### config.mk
export PLATFORM = sky130hd
export DESIGN_NAME = uart_tx_fifo_flat
export DESIGN_NICKNAME = d
export VERILOG_FILES = /design/src/rtl/uart_tx_fifo_pkg.sv /design/src/rtl/uart_tx_fifo_if.sv /design/src/rtl/uart_tx_fifo_mem.sv /design/src/rtl/uart_tx_fifo.sv /design/src/flat_wrapper.sv
export SDC_FILE = /design/constraint.sdc
export NUM_CORES = 1
export LEC_CHECK = 0
export BUFFER_PORTS_ARGS = -buffer_cell sky130_fd_sc_hd__buf_2
export CAP_MARGIN = 5
export CORE_MARGIN = 2
export CORE_UTILIZATION = 52
export DETAILED_ROUTE_END_ITERATION = 10
export HOLD_SLACK_MARGIN = 0.08
export PLACE_DENSITY = 0.76
export SYNTH_ARGS = -nofsm -noshare
export SYNTH_HDL_FRONTEND = slang
export SYNTH_SLANG_ARGS = --single-unit
### constraint.sdc
create_clock -name clk -period 2.95 [get_ports clk]
set_input_delay 0.295 -clock clk [delete_from_list [all_inputs] [get_ports clk]]
set_output_delay 0.295 -clock clk [all_outputs]
set_load 0.01 [all_outputs]
### src/rtl/uart_tx_fifo_pkg.sv
// rtl/uart_tx_fifo_pkg.sv - shared launch FSM encodings and default depth for uart_tx_fifo
package uart_tx_fifo_pkg;

    localparam int TXQ_DEPTH_LOG2_DEFAULT = 4;

    typedef enum logic [1:0] {
        TXQ_IDLE    = 2'd0,
        TXQ_WAIT_HI = 2'd1,
        TXQ_WAIT_LO = 2'd2
    } txq_state_e;

endpackage

### src/rtl/uart_tx_fifo_if.sv
// rtl/uart_tx_fifo_if.sv - producer-side and transmitter-side signals of uart_tx_fifo
interface uart_tx_fifo_if
    import uart_tx_fifo_pkg::*;
#(
    parameter int DEPTH_LOG2 = TXQ_DEPTH_LOG2_DEFAULT
) ();

    logic                  wr_en;
    logic [7:0]            wr_data;
    logic                  full;
    logic                  empty;
    logic [DEPTH_LOG2:0]   level;
    logic                  overflow;
    logic                  tx_bsy;
    logic                  send_trig;
    logic [7:0]            send_data;

    modport slave (
        input  wr_en, wr_data, tx_bsy,
        output full, empty, level, overflow, send_trig, send_data
    );

    modport master (
        output wr_en, wr_data, tx_bsy,
        input  full, empty, level, overflow, send_trig, send_data
    );

endinterface

### src/rtl/uart_tx_fifo_mem.sv
// rtl/uart_tx_fifo_mem.sv - byte storage array, registered write and asynchronous read
module uart_tx_fifo_mem #(
    parameter int ADDR_W = 4
) (
    input  logic              clk,
    input  logic              we_i,
    input  logic [ADDR_W-1:0] waddr_i,
    input  logic [7:0]        wdata_i,
    input  logic [ADDR_W-1:0] raddr_i,
    output logic [7:0]        rdata_o
);

    // Contents are not reset; only the pointers define which entries are valid.
    logic [7:0] mem_q [2**ADDR_W];

    always_ff @(posedge clk) begin
        if (we_i) begin
            mem_q[waddr_i] <= wdata_i;
        end
    end

    assign rdata_o = mem_q[raddr_i];

endmodule

### src/rtl/uart_tx_fifo.sv
// rtl/uart_tx_fifo.sv - byte queue and launch controller for m_uart_tx; UART_TX_FIFO_OVF_CNT_EN adds ovf_cnt
module uart_tx_fifo
    import uart_tx_fifo_pkg::*;
#(
    parameter int DEPTH_LOG2 = TXQ_DEPTH_LOG2_DEFAULT
) (
    input  logic              clk,
    input  logic              rst_n,
    uart_tx_fifo_if.slave     bus
`ifdef UART_TX_FIFO_OVF_CNT_EN
    ,
    output logic [15:0]       ovf_cnt
`endif
);

    localparam logic [DEPTH_LOG2:0] DEPTH_LVL = (DEPTH_LOG2 + 1)'(2 ** DEPTH_LOG2);

    txq_state_e              state_q, state_d;
    logic [DEPTH_LOG2-1:0]   wr_ptr_q, rd_ptr_q;
    logic [DEPTH_LOG2:0]     level_q, level_d;
    logic                    send_trig_q;
    logic [7:0]              send_data_q;
    logic                    overflow_q;
    logic [7:0]              head_byte;
    logic                    full, empty, wr_accept, pop;

    assign full      = (level_q == DEPTH_LVL);
    assign empty     = (level_q == '0);
    // A write in a full cycle is dropped even if a pop frees a slot on the same edge.
    assign wr_accept = bus.wr_en && !full;

    uart_tx_fifo_mem #(.ADDR_W(DEPTH_LOG2)) u_mem (
        .clk     (clk),
        .we_i    (wr_accept),
        .waddr_i (wr_ptr_q),
        .wdata_i (bus.wr_data),
        .raddr_i (rd_ptr_q),
        .rdata_o (head_byte)
    );

    always_comb begin
        state_d = state_q;
        pop     = 1'b0;
        case (state_q)
            TXQ_IDLE: begin
                if (!empty && !bus.tx_bsy) begin
                    pop     = 1'b1;
                    state_d = TXQ_WAIT_HI;
                end
            end
            TXQ_WAIT_HI: if (bus.tx_bsy)  state_d = TXQ_WAIT_LO;
            TXQ_WAIT_LO: if (!bus.tx_bsy) state_d = TXQ_IDLE;
            default:     state_d = TXQ_IDLE;
        endcase
    end

    always_comb begin
        level_d = level_q;
        if (wr_accept && !pop) begin
            level_d = level_q + (DEPTH_LOG2 + 1)'(1);
        end else if (pop && !wr_accept) begin
            level_d = level_q - (DEPTH_LOG2 + 1)'(1);
        end
    end

    always_ff @(posedge clk or negedge rst_n) begin
        if (!rst_n) begin
            state_q     <= TXQ_IDLE;
            wr_ptr_q    <= '0;
            rd_ptr_q    <= '0;
            level_q     <= '0;
            send_trig_q <= 1'b0;
            send_data_q <= 8'h00;
            overflow_q  <= 1'b0;
        end else begin
            state_q     <= state_d;
            level_q     <= level_d;
            send_trig_q <= pop;
            overflow_q  <= bus.wr_en && full;
            if (wr_accept) begin
                wr_ptr_q <= wr_ptr_q + DEPTH_LOG2'(1);
            end
            // send_data only moves on a pop so it stays stable for the whole frame.
            if (pop) begin
                rd_ptr_q    <= rd_ptr_q + DEPTH_LOG2'(1);
                send_data_q <= head_byte;
            end
        end
    end

`ifdef UART_TX_FIFO_OVF_CNT_EN
    logic [15:0] ovf_cnt_q;

    always_ff @(posedge clk or negedge rst_n) begin
        if (!rst_n) begin
            ovf_cnt_q <= 16'h0000;
        end else if (bus.wr_en && full && ovf_cnt_q != 16'hFFFF) begin
            ovf_cnt_q <= ovf_cnt_q + 16'd1;
        end
    end

    assign ovf_cnt = ovf_cnt_q;
`endif

    assign bus.full      = full;
    assign bus.empty     = empty;
    assign bus.level     = level_q;
    assign bus.overflow  = overflow_q;
    assign bus.send_trig = send_trig_q;
    assign bus.send_data = send_data_q;

endmodule

### src/flat_wrapper.sv
// flat-port wrapper written by rule: the top's interface ports become plain ports
module uart_tx_fifo_flat import uart_tx_fifo_pkg::*;
#(
    parameter int DEPTH_LOG2 = TXQ_DEPTH_LOG2_DEFAULT
)
  (clk, rst_n, bus_wr_en, bus_wr_data, bus_tx_bsy, bus_full, bus_empty, bus_level, bus_overflow, bus_send_trig, bus_send_data);
  uart_tx_fifo_if #(.DEPTH_LOG2(DEPTH_LOG2)) bus_i ();
  input  logic clk;
  input  logic rst_n;
  input wire logic [$bits(bus_i.wr_en)-1:0] bus_wr_en;
  input wire logic [$bits(bus_i.wr_data)-1:0] bus_wr_data;
  input wire logic [$bits(bus_i.tx_bsy)-1:0] bus_tx_bsy;
  output wire logic [$bits(bus_i.full)-1:0] bus_full;
  output wire logic [$bits(bus_i.empty)-1:0] bus_empty;
  output wire logic [$bits(bus_i.level)-1:0] bus_level;
  output wire logic [$bits(bus_i.overflow)-1:0] bus_overflow;
  output wire logic [$bits(bus_i.send_trig)-1:0] bus_send_trig;
  output wire logic [$bits(bus_i.send_data)-1:0] bus_send_data;
  assign bus_i.wr_en = bus_wr_en;
  assign bus_i.wr_data = bus_wr_data;
  assign bus_i.tx_bsy = bus_tx_bsy;
  assign bus_full = bus_i.full;
  assign bus_empty = bus_i.empty;
  assign bus_level = bus_i.level;
  assign bus_overflow = bus_i.overflow;
  assign bus_send_trig = bus_i.send_trig;
  assign bus_send_data = bus_i.send_data;
  uart_tx_fifo #(.DEPTH_LOG2(DEPTH_LOG2)) u_core (.clk(clk), .rst_n(rst_n), .bus(bus_i));
endmodule
==> metrics.md, run 1 <==
| Metric | Value |
|---|---|
| Biggest area consumer among synthesized cells | edfxtp_1 |
| Drt drc | 0 |
| Clock slew at the register clock pins of the worst setup and hold paths | roughly 60 ps |
| #FFs+latches synth | about 150 |
| Leak pwr | approximately 2.6 nW |
| Largest family of logic cells by synthesized area | multiplexers |
| Total grt overflow | 0 |
| Max-slew violations | 0 |
| Antenna diodes | 0 |
| Combinational share of power | ~28% |
| Via-per-instance ratio | around 5.8 |
| Initial core utilization | a little over half |
| Ys async rst share | 16.3% |
| Period Utilization, post-route | 89.8% |
| Synthesized area | 6230 µm² |
| Initial antenna violation count | 0 |
| Sequential share of power | a little over two fifths |
| Number of global-route vias before repair | 3392 |
| Data required, critical path | between 3000 and 4000 ps |
| Wirelength, routed | roughly 11000 µm |
| DR iter-0 viols | 256 |
| Top-area cell type share of the netlist area | about three fifths |
| Die X | 113 µm |
| Internal power | between 4 and 5 mW |
| Detail Placement HPWL | 6920 µm |
| Seq/Total Area, Yosys | 71.7% |
| Max-Cap Viols | 0 |
| Port Buffer Count | 28 |
| Endpoint, Worst Hold | u_core.bus.overflow$_DFF_PN0_ |
| Placed instance area | between 6000 and 7000 µm² |
| Sw frac | about 31% |
| Total negative slack | 0 ps |
| Final worst setup slack | 300 ps |
| FP Rows | 39 |
| TritonRoute pass-1 iters | 5 |
| Least-Margin Pin Slew | 600 ps |
| Worst Skew | around 15 ps |
| CTS Buffer Depth | 2 |
| Synth cell count leaders | edfxtp_1, nand2_1, dfrtp_1 |
| Antenna-violating nets left | 0 |
| First-pass GRT wire length | 17900 µm |
| WL per Instance | 21.1 µm |
| Critical path class | flip-flop to flip-flop |
| Final setup fails | 0 |
| Slew HR | between 60% and 70% |
| Hold path cells | 2 |
| H-tree depth | 4 |
| Fin nets | between 400 and 500 |
| Pre-CTS setup slack | 206 ps |
| Synth unique cells | 36 |
| Hold Path Origin | bus_wr_en |
| Power Density | ~970 nW/µm² |
| Num CTS Buffers | 17 |
| Peak Freq | roughly 0.38 GHz |
| Fin util | around 62% |
| Net Sw Power | about 2.1 mW |
| Worst R2R Path Depth | 10 |
| Hold Violations, Final | 0 |
| Critical R2R Launch | u_core.bus.level[0]$_DFFE_PN0P_ |
| Most instantiated library cell after synthesis | edfxtp_1 |
| Reg2reg setup slack | between 200 and 300 ps |
| GRT Overall Usage | between 15 and 20% |
| Ranking of synthesized cells by area | edfxtp_1, dfrtp_1, mux4_1 |
| Clk_lat worst skew | about 420 ps |
| Via count | between 3000 and 4000 |
| CTS Sinks | about 150 |
| Outcome | complete, no violations |
| Post-route cell area | just over 7000 µm² |
| Post-synthesis cell count | 332 |
| Arrival time at the worst endpoint | 2980 ps |
| Hold/Removal Path Class | primary input to flip-flop |
| CP Launch Type | flip-flop |
| Worst-path fanout max | 5 |
| Post-Synth Simple-Gate Area | under 10% |
| RSZ-0062 raised after global routing | false |
| XOR/XNOR Fraction of Synth Area | under 10% |
| Area grow syn2layout | 14.8% |
| Top FF cell, synth | edfxtp_1 |
| CP Capture Type | flip-flop |
| Clock Power Share | 29.5% |
| TritonCTS clock tree | done |
| Clk root buf | clkbuf_16 |
| Mux cell area share after synthesis | between 10% and 20% |
| Chip height | 113 µm |
| Adder-cell area share of the yosys netlist | between 2 and 2.5% |
| Power Total | around 7 mW |
| Reg-to-Reg End | u_core.bus.level[4]$_DFFE_PN0P_ |
| IO Pins | 29 |
| CORE AREA | 11600 µm² |
| Min cycle time layout | 2650 ps |
| Warnings, synthesis | 0 |
| Largest net degree at the start of global routing | 28 |
| Compound-gate portion of the synthesized area | 2.13% |
| DIE AREA | between 10000 and 15000 µm² |
| Share of cells above drive strength 1 | a little over a quarter |
| RD Place Congestion | between 0.7 and 0.8 |
| Post-synth EDFFs | ~130 |
| Synth Area per Inst | roughly 19 µm² |
| Peak supply drop | around 0.59 mV |
| Post-Syn Nets | 354 |
cell families after synthesis:
group	count (synthesis)
AND/OR/NAND/NOR	58
adder cells (fa/ha/maj)	10
flip-flops	153
AO/OA/AOI/OAI	25
XOR/XNOR	11
multiplexers	49
buffers and inverters	26
state kept, by name, indices dropped and copies added (netlist names):
register              flops
u_core.u_mem.mem_q      128
u_core.bus.send_data      8
u_core.bus.level          5
u_core.rd_ptr_q           4
u_core.wr_ptr_q           4
u_core.state_q            2
u_core.bus.overflow       1
u_core.bus.send_trig      1
layer usage:
| layer | global-route usage [%] | wire length [µm] |
|---|---|---|
| met4 | 8.29 | 164 |
| met5 | 0 | 0 |
| met2 | 31.9 | 5950 |
| met1 | 24.3 | 4490 |
| met3 | 5.47 | 771 |
worst max-delay path, cell delays in order (launching register included):
cell     delay, ps
dfrtp_1        430
nor4_2          80
nor2b_2        170
or4_1          440
ha_1           250
inv_1          130
ha_1           290
a21o_1         210
a21oi_1        190
mux2i_1        240
xnor2_1        130
what timing repair did:
action,in CTS,in global routing
endpoints found under the setup margin,0,1
gates resized for setup,0,2
hold buffers,2,0
buffers inserted,0,0
hold endpoints to repair,26,0
power groups by stage:
stage               logic (mW)  clock network [mW]  registers, mW
finish                    1.96                2.05           2.93
global route              2.14                2.17           2.97
CTS                       1.98                2.08           2.93
detailed placement        1.95                   0           2.97
global placement          1.90                   0           2.94
floorplan                 1.54                   0           2.89
final cells by class:
cell class | count | area (µm²)
clock buffer | 17 | 425
multi-input combinational | 153 | 1590
sequential | 153 | 4470
timing repair buffer | 50 | 323
inverter | 8 | 30.0
clock inverter | 15 | 139
tap | 143 | 179
fill | 788 | 4410
worst max-delay path by stage:
| stage | startpoint | endpoint | slack (ps) | cells past startpoint |
|---|---|---|---|---|
| 6_report | u_core.bus.level[0]$_DFFE_PN0P_ | u_core.bus.level[4]$_DFFE_PN0P_ | 300 | 10 |
| 5_1_grt | u_core.bus.level[1]$_DFFE_PN0P_ | u_core.bus.level[4]$_DFFE_PN0P_ | 110 | 10 |
| 4_1_cts | u_core.bus.level[0]$_DFFE_PN0P_ | u_core.bus.level[4]$_DFFE_PN0P_ | 160 | 10 |
| 3_5_place_dp | u_core.bus.level[0]$_DFFE_PN0P_ | u_core.bus.level[4]$_DFFE_PN0P_ | 210 | 10 |
| 3_3_place_gp | u_core.bus.level[0]$_DFFE_PN0P_ | u_core.bus.level[4]$_DFFE_PN0P_ | 340 | 10 |
| 2_1_floorplan | u_core.bus.level[1]$_DFFE_PN0P_ | u_core.bus.level[4]$_DFFE_PN0P_ | 120 | 12 |
cell usage in the layout (no fill, tap or decap), drive strengths merged:
cell type	Yosys	routed
xnor2	8	8
mux2i	9	9
and3	1	1
dfrtp	25	25
o21ai	20	20
buf	13	48
nor3	4	4
or4	1	1
bufinv	0	1
nand2b	2	2
mux4	32	32
nand4	2	2
edfxtp	128	128
clkinv	0	3
nand2	29	29
a21oi	2	2
xor2	3	3
nor2b	2	2
clkbuf	5	17
clkinvlp	0	4
nor4	1	1
inv	8	15
nor2	14	14
and2	2	2
ha	9	9
mux2	8	8
a21o	2	2
fa	1	1
a211oi	1	1
dlygate4sd3	0	2
through the flow:
stage / hold slack [ps] / instances
2_1_floorplan: -0.591 / 332
6_report: 130 / 539
4_1_cts: 116 / 539
5_1_grt: 139 / 539
3_3_place_gp: 328 / 505
3_5_place_dp: 332 / 505
Power figures use the tool's default switching activity.
==> inputs of run 2 (changes only) <==
--- a/config.mk
+++ b/config.mk
@@ -9,6 +9,7 @@
 export CAP_MARGIN = 5
 export CORE_MARGIN = 2
 export CORE_UTILIZATION = 52
+export CTS_BUF_LIST = sky130_fd_sc_hd__clkbuf_2 sky130_fd_sc_hd__clkbuf_4 sky130_fd_sc_hd__clkbuf_8
 export DETAILED_ROUTE_END_ITERATION = 10
 export HOLD_SLACK_MARGIN = 0.08
 export PLACE_DENSITY = 0.76
==> run 2 against run 1 <==
Net effect:
- sequential power barely moved
- critical path depth is the same
- clock skew is 2.9 ps lower
- power fell by 8.7%
- combinational power about the same
- routed wire length down 2.6%
- count of clock-buffer cells in the layout unchanged
- non-clock buffer count up 1
- largest power group unchanged
==> metrics.md, run 2 (same netlist as run 1, synthesis figures left out) <==
| Metric | Value |
|---|---|
| Outcome | complete, no violations |
| Total negative slack | 0 ps (unchanged) |
| Max-Cap Viols | 0 (unchanged) |
| Min cycle time layout | 2630 ps (-21.9 ps) |
| DR iter-0 viols | 230 (-10%) |
| Peak supply drop | 0.515 mV (-12%) |
| IO Pins | 29 (unchanged) |
| TritonCTS clock tree | done |
| Antenna-violating nets left | 0 (unchanged) |
| Post CTS Setup Buffer Count | 0 (unchanged) |
| CP Capture Type | flip-flop |
| TritonRoute pass-1 iters | 5 (unchanged) |
| Leak pwr | 2.53 nW (-3.2%) |
| Peak Freq | 0.380 GHz (+0.83%) |
| Least-Margin Pin Slew | 599 ps (-0.548 ps) |
| Fin nets | 406 (+0.25%) |
| Initial core utilization | 53.9% (unchanged) |
| First-pass GRT wire length | 17500 µm (-2.2%) |
| Total grt overflow | 0 (unchanged) |
| Clock slew at the register clock pins of the worst setup and hold paths | 90 ps (+30 ps) |
| Arrival time at the worst endpoint | 2990 ps (about the same) |
| Hold/Removal Path Class | primary input to flip-flop |
| CORE AREA | 11600 µm² (unchanged) |
| DIE AREA | 12900 µm² (unchanged) |
| Via count | 3061 (-1.9%) |
| Most frequent cells in the layout | edfxtp_1, nand2_1, buf_2 |
| Detail Placement HPWL | 6920 µm (unchanged) |
| Slew HR | 60.0% (about the same) |
| Commonest non-fill, non-tap cell in the layout | edfxtp_1 |
| Multi-input logic area | 1590 µm² (unchanged) |
| Worst-path fanout max | 5 (unchanged) |
| Clk_lat worst skew | 440 ps (+20 ps) |
| CTS Buffer Depth | 2 (unchanged) |
| Number of global-route vias before repair | 3329 (-1.9%) |
| FP Rows | 39 (unchanged) |
| RSZ-0062 raised after global routing | false |
| Share of cells above drive strength 1 | 26.4% (-0.067 points) |
| Worst Skew | 12.2 ps (-2.87 ps) |
| WL per Instance | 20.5 µm (-2.7%) |
| Final setup fails | 0 (unchanged) |
| Period Utilization, post-route | 89.1% (-0.74 points) |
| Drt drc | 0 (unchanged) |
| Antenna diodes | 0 (unchanged) |
| H-tree depth | 4 (unchanged) |
| Via-per-instance ratio | 5.67 (-2.1%) |
| Power Density | 909 nW/µm² (-6.3%) |
| Largest Register | u_core.u_mem.mem_q |
| Wirelength, routed | 11100 µm (-2.6%) |
| CTS Sinks | 153 (unchanged) |
| Dpl cells | 505 (unchanged) |
| Reg area | 4470 µm² (unchanged) |
| Max-slew violations | 0 (unchanged) |
| Power Total | 6.34 mW (-8.7%) |
| CP Launch Type | flip-flop |
| GRT Overall Usage | 19.0% (-0.38 points) |
| Clk root buf | clkbuf_8 |
| Final non-filler cell total | 540 (+0.19%) |
| Area grow syn2layout | 11.9% |
| Critical path class | flip-flop to flip-flop |
| Die X | 113 µm (unchanged) |
| Hold Violations, Final | 0 (unchanged) |
| Max reg flops | 128 (unchanged) |
| # fillers | 823 (+4.4%) |
| Chip height | 113 µm (unchanged) |
| Data required, critical path | 3310 ps (+30 ps) |
| RD Place Congestion | 0.726 (unchanged) |
| Largest net degree at the start of global routing | 28 (unchanged) |
| Port Buffer Count | 28 (unchanged) |
| Initial antenna violation count | 0 (unchanged) |
| Num CTS Buffers | 17 (unchanged) |
## run 2: stage by stage
| stage | setup WS [ps] | hold slack (ps) | instance area (µm²) | util, % |
|---|---|---|---|---|
| 6_report | 322 | 226 | 6970 | 60.3 |
| 5_1_grt | 109 | 196 | 6970 | 60.3 |
| 4_1_cts | 184 | 195 | 6970 | 60.2 |
| 3_5_place_dp | 206 | 332 | 6560 | 56.7 |
| 3_3_place_gp | 343 | 328 | 6560 | 56.7 |
| 2_1_floorplan | 125 | -0.591 | 6230 | - |
## run 2: report_power, final
group	switching, mW	internal (mW)
clock network	0.798	0.681
registers	0.242	2.68
logic	0.991	0.942
## run 2: cell type report
cell class | instances | share of cell area [%]
multi-input cells | 153 | 22.8
inverters | 8 | 0.431
clock buffers | 17 | 3.35
well taps | 143 | 2.57
repair buffers | 51 | 4.77
clock inverters | 15 | 1.99
flip-flops and latches | 153 | 64.1
## run 2: repair_timing
item                                    CTS  global route
resized for setup                         0             2
hold endpoints to repair                 27             0
endpoints found under the setup margin    0             1
hold buffers                              3             0
## run 2: worst paths after layout
| check | from | endpoint | slack, ps | cells past startpoint |
|---|---|---|---|---|
| min in group asynchronous | rst_n | u_core.state_q[0]$_DFFE_PN0P_ | 400 | 2 |
| setup / recovery | u_core.bus.level[0]$_DFFE_PN0P_ | u_core.bus.level[4]$_DFFE_PN0P_ | 320 | 10 |
| hold reg to reg | u_core.state_q[1]$_DFFE_PN0P_ | u_core.state_q[0]$_DFFE_PN0P_ | 480 | 1 |
| max in group asynchronous | rst_n | u_core.rd_ptr_q[0]$_DFFE_PN0P_ | 2130 | 2 |
| setup reg to reg | u_core.bus.level[0]$_DFFE_PN0P_ | u_core.bus.level[4]$_DFFE_PN0P_ | 320 | 10 |
| hold / removal | bus_wr_data[0] | u_core.u_mem.mem_q[4][0]$_DFFE_PP_ | 230 | 1 |
## run 2: worst max-delay path, cell delays in order (launching register included)
cell and delay [ps]:
dfrtp_1 450, nor4_2 90, nor2b_2 170, or4_1 440, ha_1 250, inv_1 140, ha_1 290, a21o_1 190
a21oi_1 170, mux2i_1 240, xnor2_1 130
## run 2: routing by layer
metal	routed length, µm	track usage, %
met1	4450	24.1
met2	5600	30.9
met3	896	6.16
met4	140	7.24
met5	0	0
==> inputs of run 3 (changes only) <==
--- a/config.mk
+++ b/config.mk
@@ -9,10 +9,10 @@
 export CAP_MARGIN = 5
 export CORE_MARGIN = 2
 export CORE_UTILIZATION = 52
-export CTS_BUF_LIST = sky130_fd_sc_hd__clkbuf_2 sky130_fd_sc_hd__clkbuf_4 sky130_fd_sc_hd__clkbuf_8
 export DETAILED_ROUTE_END_ITERATION = 10
 export HOLD_SLACK_MARGIN = 0.08
 export PLACE_DENSITY = 0.76
+export SLEW_MARGIN = 20
 export SYNTH_ARGS = -nofsm -noshare
 export SYNTH_HDL_FRONTEND = slang
 export SYNTH_SLANG_ARGS = --single-unit
==> constraint.sdc (replaced) <==
create_clock -name clk -period 3.1 [get_ports clk]
set_input_delay 0.31 -clock clk [delete_from_list [all_inputs] [get_ports clk]]
set_output_delay 0.31 -clock clk [all_outputs]
set_load 0.01 [all_outputs]
==> run 3 against run 2 <==
Net effect:
- utilization is 1.9 points higher
- via count is 2.4% higher
- clock power is 41% higher
- routed wire length is 4.9% higher
- critical endpoint unchanged
- largest power group unchanged
==> metrics.md, run 3 (same netlist as run 1, synthesis figures left out) <==
| Metric | Value |
|---|---|
| Multi-input logic area | 1590 µm² (unchanged) |
| Clk_lat worst skew | 410 ps (-30 ps) |
| Commonest non-fill, non-tap cell in the layout | edfxtp_1 |
| Wirelength, routed | 11600 µm (+4.9%) |
| Final non-filler cell total | 541 (+0.19%) |
| Chip height | 113 µm (unchanged) |
| Largest Register | u_core.u_mem.mem_q |
| Antenna diodes | 0 (unchanged) |
| Most frequent cells in the layout | edfxtp_1, nand2_1, buf_2 |
| Die X | 113 µm (unchanged) |
| Num CTS Buffers | 17 (unchanged) |
| Detail Placement HPWL | 7220 µm (+4.2%) |
| Power Density | 940 nW/µm² (+3.4%) |
| Max reg flops | 128 (unchanged) |
| Fin nets | 407 (+0.25%) |
| Hold WS | 157 ps (-68.7 ps) |
| Worst-path fanout max | 5 (unchanged) |
| Hold/Removal Path Class | primary input to flip-flop |
| Area grow syn2layout | 15.5% |
| Min cycle time layout | 2740 ps (+107 ps) |
| FP Rows | 39 (unchanged) |
| IO Pins | 29 (unchanged) |
| WL per Instance | 21.5 µm (+4.7%) |
| Data required, critical path | 3430 ps (+120 ps) |
| Dpl cells | 507 (+0.40%) |
| Share of cells above drive strength 1 | 26.6% (+0.18 points) |
| Peak Freq | 0.366 GHz (-3.9%) |
| Power Total | 6.76 mW (+6.7%) |
| TritonCTS clock tree | done |
| CP Capture Type | flip-flop |
| Via count | 3135 (+2.4%) |
| TritonRoute pass-1 iters | 5 (unchanged) |
| Post-route cell area | 7200 µm² (+3.2%) |
| First-pass GRT wire length | 18400 µm (+5.4%) |
| Antenna-violating nets left | 0 (unchanged) |
| DR iter-0 viols | 243 (+5.7%) |
| Initial core utilization | 53.9% (unchanged) |
| Largest net degree at the start of global routing | 28 (unchanged) |
| Peak supply drop | 0.551 mV (+7.0%) |
| Outcome | complete, no violations |
| RSZ-0062 raised after global routing | false |
| Total grt overflow | 0 (unchanged) |
| Placed instance area | 6570 µm² (about the same) |
| Final worst setup slack | 365 ps (+42.9 ps) |
| CP Launch Type | flip-flop |
| Clock slew at the register clock pins of the worst setup and hold paths | 60 ps (-30 ps) |
| CTS Buffer Depth | 2 (unchanged) |
| Port Buffer Count | 28 (unchanged) |
| Pre-CTS setup slack | 292 ps (+86.2 ps) |
| Reg area | 4470 µm² (unchanged) |
| # fillers | 781 (-5.1%) |
| Fin util | 62.2% (+1.9 points) |
| Clk root buf | clkbuf_16 |
| Number of global-route vias before repair | 3353 (+0.72%) |
| RD Place Congestion | 0.758 (+4.4%) |
| Drt drc | 0 (unchanged) |
| Leak pwr | 2.65 nW (+4.7%) |
| Post CTS Setup Buffer Count | 0 (unchanged) |
| Critical path class | flip-flop to flip-flop |
| Least-Margin Pin Slew | 621 ps (+22.0 ps) |
| Worst Skew | 5.34 ps (-6.90 ps) |
| DIE AREA | 12900 µm² (unchanged) |
| Via-per-instance ratio | 5.79 (+2.2%) |
| Max-Cap Viols | 0 (unchanged) |
| Hold Violations, Final | 0 (unchanged) |
| Slew HR | 58.6% (-1.5 points) |
| CORE AREA | 11600 µm² (unchanged) |
| Max-slew violations | 0 (unchanged) |
| Total negative slack | 0 ps (unchanged) |
| CTS Sinks | 153 (unchanged) |
| Period Utilization, post-route | 88.2% (-0.86 points) |
| Initial antenna violation count | 0 (unchanged) |
| Arrival time at the worst endpoint | 3070 ps (+80 ps) |
| H-tree depth | 4 (unchanged) |
| GRT Overall Usage | 19.9% (+0.89 points) |
| Final setup fails | 0 (unchanged) |
-- run 3: cell count changes in the layout (fill, tap and decap cells not counted), sizes merged --
cell,previous run,this run
dlygate4sd3,3,2
clkinv,3,5
clkbuf,17,20
buf,48,50
bufinv,1,3
inv,15,12
clkinvlp,4,0
-- run 3: metal layers --
metal,share of wire (%),GRT usage [%],vias to the layer above
met3,5.5,4.73,22
met5,0,0,-
met2,52,32.8,98
met1,40,25.5,1618
met4,2.0,8.78,0
li1,-,-,1397
-- run 3: final cells by class --
cell class / count / share of cell area (%)
Sequential cell: 153 / 62.1
Tap cell: 143 / 2.49
Timing Repair Buffer: 52 / 4.52
Multi-Input combinational cell: 153 / 22.1
Inverter: 8 / 0.417
Clock buffer: 20 / 6.07
Clock inverter: 12 / 2.31
-- run 3: power by group --
group | internal [mW] | switching (mW)
sequential | 2.56 | 0.261
combinational | 0.899 | 0.954
clock | 1.28 | 0.811
-- run 3: repair_timing --
item	in CTS	in global routing
resized for setup	0	2
hold endpoints to repair	26	0
setup endpoints to repair	0	1
hold buffers	2	0
-- run 3: critical path, cell delays in order, from the launching register on --
cell	delay, ps
dfrtp_1	430
nor4_2	380
nor2b_2	240
or4_1	140
ha_1	200
inv_1	110
ha_1	340
a21o_1	200
a21oi_1	210
mux2i_1	250
xnor2_1	140
-- run 3: path summary, 6_finish.rpt --
| path | startpoint | slack [ps] | to | depth (start not counted) |
|---|---|---|---|---|
| min reg2reg | u_core.state_q[1]$_DFFE_PN0P_ | 490 | u_core.state_q[0]$_DFFE_PN0P_ | 1 |
| max | u_core.bus.level[1]$_DFFE_PN0P_ | 360 | u_core.bus.level[4]$_DFFE_PN0P_ | 10 |
| min | bus_wr_en | 160 | u_core.bus.overflow$_DFF_PN0_ | 2 |
| min in group asynchronous | rst_n | 450 | u_core.bus.level[1]$_DFFE_PN0P_ | 2 |
| max in group asynchronous | rst_n | 2210 | u_core.rd_ptr_q[0]$_DFFE_PN0P_ | 2 |
| max reg2reg | u_core.bus.level[1]$_DFFE_PN0P_ | 360 | u_core.bus.level[4]$_DFFE_PN0P_ | 10 |
